File: config.mk
export PLATFORM = sky130hd
export DESIGN_NAME = hazard_control_unit
export DESIGN_NICKNAME = d
export VERILOG_FILES = /design/src/rtl/hazard_control_unit.sv
export SDC_FILE = /design/constraint.sdc
export NUM_CORES = 1
export LEC_CHECK = 0
export ABC_AREA = 0
export CAP_MARGIN = 20
export CORE_AREA = 2 2 41 43
export CTS_CLUSTER_DIAMETER = 60
export DETAILED_ROUTE_END_ITERATION = 8
export DIE_AREA = 0 0 43 45
export MAX_ROUTING_LAYER = met4
export PLACE_DENSITY = 0.83
export SLEW_MARGIN = 20
export SYNTH_ARGS = -nofsm -noshare
export SYNTH_HDL_FRONTEND = slang
export SYNTH_SLANG_ARGS = --single-unit
File: constraint.sdc
create_clock -name clk -period 3.1 [get_ports clk]
set_clock_uncertainty 0.05 [all_clocks]
set_input_delay 0.465 -clock clk [delete_from_list [all_inputs] [get_ports clk]]
set_output_delay 0.465 -clock clk [all_outputs]
set_load 0.005 [all_outputs]
File: src/rtl/hazard_control_unit.sv
// ---------------------------------------------------------------------------
// hazard_control_unit
//
// Pipeline sequencing controller for the 16-bit, 16-register pipelined CPU.
// It decides each cycle whether the pipeline advances, stalls, bubbles or
// flushes. The causes it handles are:
//   - load-use hazards and branch-operand dependencies,
//   - the multi-cycle occupancy of EX by the shared mul/div unit,
//   - taken-branch flushes of IF/ID,
//   - HALT.
//
// Ports
//   clk, rst          : clock; asynchronous active-high reset
//   id_op1, id_op2    : source register ids of the instruction in ID
//   id_branch         : ID instruction is a branch comparing id_op1
//   id_halt           : ID instruction is HALT
//   branch_taken      : branch in ID resolved taken
//   ex_op1            : destination register id of the instruction in EX
//   ex_regwrite       : EX write-back type (2'b00 = no write)
//   ex_memread        : EX instruction is a load
//   ex_muldiv         : EX instruction is multiply/divide
//   pc_write          : PC update enable
//   ifid_write        : IF/ID load enable
//   ifid_flush        : clear IF/ID to NOP
//   idex_write        : ID/EX load enable
//   idex_bubble       : load NOP into ID/EX
//   exmem_bubble      : load NOP into EX/MEM
//   muldiv_start      : one-cycle start strobe to the mul/div unit
//   muldiv_busy       : mul/div sequence in progress
//   halted            : processor halted
//
// Handshake note: there is no valid/ready pairing here. Every output is a
// level-sensitive enable, valid in the cycle it is asserted, and it is
// computed combinationally from the current state and the current inputs.
// ---------------------------------------------------------------------------
module hazard_control_unit #(
    parameter int MULDIV_CYCLES = 8,
    parameter int REG_W         = 4
) (
    input  logic             clk,
    input  logic             rst,
    input  logic [REG_W-1:0] id_op1,
    input  logic [REG_W-1:0] id_op2,
    input  logic             id_branch,
    input  logic             id_halt,
    input  logic             branch_taken,
    input  logic [REG_W-1:0] ex_op1,
    input  logic [1:0]       ex_regwrite,
    input  logic             ex_memread,
    input  logic             ex_muldiv,
    output logic             pc_write,
    output logic             ifid_write,
    output logic             ifid_flush,
    output logic             idex_write,
    output logic             idex_bubble,
    output logic             exmem_bubble,
    output logic             muldiv_start,
    output logic             muldiv_busy,
    output logic             halted
);

    localparam int CNT_W = (MULDIV_CYCLES > 1) ? $clog2(MULDIV_CYCLES) : 1;
    localparam logic [CNT_W-1:0] CNT_LOAD = CNT_W'(MULDIV_CYCLES - 1);
    localparam logic [CNT_W-1:0] CNT_ONE  = CNT_W'(1);

    typedef enum logic [1:0] {
        ST_RUN    = 2'd0,
        ST_MULDIV = 2'd1,
        ST_HALT   = 2'd2
    } state_t;

    state_t           state_q, state_d;
    logic [CNT_W-1:0] cnt_q, cnt_d;

    logic load_use;
    logic branch_dep;

    assign load_use   = ex_memread & ((ex_op1 == id_op1) | (ex_op1 == id_op2));
    assign branch_dep = id_branch & (ex_regwrite != 2'b00) & (ex_op1 == id_op1);

    always_ff @(posedge clk or posedge rst) begin
        if (rst) begin
            state_q <= ST_RUN;
            cnt_q   <= '0;
        end else begin
            state_q <= state_d;
            cnt_q   <= cnt_d;
        end
    end

    always_comb begin
        // Default is a normal advance with no bubbles.
        pc_write     = 1'b1;
        ifid_write   = 1'b1;
        ifid_flush   = 1'b0;
        idex_write   = 1'b1;
        idex_bubble  = 1'b0;
        exmem_bubble = 1'b0;
        muldiv_start = 1'b0;
        muldiv_busy  = 1'b0;
        halted       = 1'b0;
        state_d      = state_q;
        cnt_d        = cnt_q;

        case (state_q)
            ST_RUN: begin
                if (ex_muldiv) begin
                    // The start cycle is the first frozen cycle, so the
                    // remaining count is MULDIV_CYCLES-1.
                    muldiv_start = 1'b1;
                    muldiv_busy  = 1'b1;
                    pc_write     = 1'b0;
                    ifid_write   = 1'b0;
                    idex_write   = 1'b0;
                    exmem_bubble = 1'b1;
                    cnt_d        = CNT_LOAD;
                    state_d      = ST_MULDIV;
                end else if (load_use || branch_dep) begin
                    // Stall wins over halt and taken branch, so a flush
                    // never coincides with a stall.
                    pc_write    = 1'b0;
                    ifid_write  = 1'b0;
                    idex_bubble = 1'b1;
                end else if (id_halt) begin
                    // HALT itself moves on into ID/EX; fetch stops.
                    pc_write   = 1'b0;
                    ifid_write = 1'b0;
                    state_d    = ST_HALT;
                end else if (branch_taken) begin
                    ifid_flush = 1'b1;
                end
            end

            ST_MULDIV: begin
                muldiv_busy  = 1'b1;
                pc_write     = 1'b0;
                ifid_write   = 1'b0;
                idex_write   = 1'b0;
                exmem_bubble = 1'b1;
                // Saturate at zero so a corrupted count cannot wrap.
                if (cnt_q != '0) begin
                    cnt_d = cnt_q - CNT_ONE;
                end
                if (cnt_q <= CNT_ONE) begin
                    state_d = ST_RUN;
                end
            end

            ST_HALT: begin
                pc_write    = 1'b0;
                ifid_write  = 1'b0;
                idex_write  = 1'b0;
                idex_bubble = 1'b1;
                halted      = 1'b1;
            end

            default: begin
                state_d = ST_RUN;
                cnt_d   = '0;
            end
        endcase
    end

endmodule
==> reports/results.ini <==
[timing]
fin_crit_ns = 2.88
setup_viol = 0
finalCritPeriodShare_pct = 92.9
worst_pin_slew_ns = 0.302
final_hold_viol_count = 0
fin_setup_tns_ns = 0
timing.fmax_mhz = 347
grt_setup_unrepaired = no
slew_headroom_pct = 79.7
maxSlewViolCount = 0

[synth]
synth_top_cells_by_count = inv_1, a21oi_1, ha_1
postSynth.asyncResetShare_pct = 100
synth_cells = 66
yosysUniqueCellTypes = 25
synth_edf_count = 0
synth-seq-cells = 5
post-synth-top-count-cell = inv_1
synth.yosys.seq_area_share_pct = 22.4
synth_fp_nets = 93
synth_top_cell_by_area = dfrtp_1
synth_ff_type = dfrtp_1
ys_warn_count = 0
avgSynthCellArea_sq_um = 8.47
synthTopCellsByArea = dfrtp_1, ha_1, xnor2_1
synth_area_sq_um = 559
netlist.area_leader.share_pct = 22.4

[cells_and_area]
fillers = 131
layout.nets = 125
drive_gt1_share_pct = 8.25
final_core_util_pct = 59.9
fin_cells = 113
area_delta_synth_final_pct = 57.5
diodes = 0
final-seq-area_sq_um = 125
multi_input_area_sq_um = 385

[routing]
postRouteAntennaNets = 0
wl_per_cell_um = 11.9
firstDrtPassIters = 5
routed_via_density = 4.97
drc = 0
vias = 562
drtIter0Drc = 6
wirelength_mm = 1.34

[flow_run]
cap_viol_max_count = 0

[critical_path]
crit_type = in2out
crit_fanout = 3
critPathArrivalTime_ns = 2.36
crit_required_ns = 2.58
reg2reg_depth = 6
cp-end-kind = output pin
cp-start-kind = primary input

[global_route]
grt_pass1_vias = 608
track_usage_pct = 16.7
grt_max_degree = 9
antenna_found_initial = 0
grt_remaining_overflow = 0
grt_pass1_wl_mm = 2.42

[hold_path]
hold_class = in2async

[power]
irDropWorstVdd_uv = 522
power.total_mw = 0.686
leakagePower_nw = 0.412
power.density_nw_per_um2 = 779

[clocking]
cts_tree = yes
cts_sinks = 5
clock_tree.root_cell = clkbuf_4
clk_pin_slew_worst_paths_ns = 0.04
cts_buffer_depth = 2
numCtsBuffers = 3
cts_hold_buf = 0
post_cts_resized = 0
postCtsSetupBuffers = 0
cts_max_level = 1
clk_latency_ns = 0.24

[floorplan]
die_y_um = 45
dieArea_sq_um = 1940
initial_core_util_pct = 38.0
rows = 14
coreArea_sq_um = 1470
chipWidth_um = 43
io_pins = 30

[placed_design]
dp_hpwl_mm = 1.14
place_congestion = 0.878
portBuffers = 29
placed_cells_incl_taps = 109

[outcome]
status = finished clean

[cells by family (layout without fill, tap and decap cells)]
kind of cell	Yosys count	count (layout)	synth area share, %
AND/OR/NAND/NOR	15	15	15.0
multiplexers	3	3	5.59
AO/OA/AOI/OAI	18	18	22.4
adder cells (fa/ha/maj)	6	6	13.4
flip-flops	5	5	22.4
buffers and inverters	11	42	8.72
XOR/XNOR	8	8	12.5
[layout by cell type (no fill, tap or decap)]
| master | count |
|---|---|
| a211o_1 | 1 |
| a211oi_1 | 1 |
| a21o_1 | 2 |
| a21oi_1 | 6 |
| a31o_1 | 1 |
| and2_1 | 1 |
| clkbuf_1 | 1 |
| clkbuf_4 | 3 |
| clkdlybuf4s50_1 | 29 |
| dfrtp_1 | 5 |
| ha_1 | 6 |
| inv_1 | 9 |
| mux2_2 | 1 |
| mux2i_1 | 2 |
| nand2_1 | 5 |
| nand4_2 | 1 |
| nor2_1 | 5 |
| nor2b_1 | 1 |
| nor4b_2 | 1 |
| o21a_1 | 1 |
| o21ai_0 | 3 |
| o21bai_1 | 1 |
| o32ai_1 | 1 |
| o41ai_2 | 1 |
| or2_2 | 1 |
| xnor2_1 | 4 |
| xor2_1 | 4 |
[critical path, stage by stage]
cell	delay (ns)
clkdlybuf4s50_1	0.50
xor2_1	0.19
o41ai_2	0.11
a21o_1	0.22
o32ai_1	0.32
clkdlybuf4s50_1	0.56
[layout make-up]
class | instances | area share [%]
multi-input cells | 50 | 43.8
repair buffers | 29 | 33.0
flip-flops and latches | 5 | 14.2
inverters | 9 | 3.84
clock buffers | 4 | 2.98
well taps | 16 | 2.27
[routing by layer]
| metal | share of wire [%] | wire [um] | vias up | GRT usage, % |
|---|---|---|---|---|
| li1 | - | - | 283 | - |
| met1 | 44 | 583 | 263 | 19.9 |
| met2 | 53 | 707 | 16 | 29.1 |
| met3 | 3.7 | 49 | 0 | 1.20 |
| met4 | 0 | 0 | 0 | 7.88 |
| met5 | 0 | 0 | - | - |
[where the power goes]
| group | switching (mW) | internal, mW |
|---|---|---|
| registers | 0.0307 | 0.0994 |
| clock network | 0.0244 | 0.0485 |
| logic | 0.219 | 0.264 |
[final timing paths]
path | startpoint | slack, ns | end
worst max-delay path | ex_op1[2] | 0.22 | pc_write
worst min-delay path | rst | 0.38 | state_q[0]
worst max register to register | cnt_q[1] | 1.41 | state_q[0]
worst min register to register | state_q[0] | 0.53 | state_q[0]
max in group asynchronous | rst | 2.46 | cnt_q[0]
min in group clk | state_q[0] | 0.53 | state_q[0]
[metrics by stage]
stage | setup WS [ns] | hold slack [ns] | instance area (sq um)
2_1_floorplan | 1.09 | 0.194 | 559
3_3_place_gp | 0.220 | 0.502 | 855
3_5_place_dp | 0.207 | 0.523 | 855
4_1_cts | 0.197 | 0.368 | 881
5_1_grt | 0.0930 | 0.389 | 881
6_report | 0.221 | 0.377 | 881
[flip-flops by register name, indices dropped and copies added (netlist names)]
register / cells
cnt_q: 3
state_q: 2
Power figures use the tool's default switching activity.
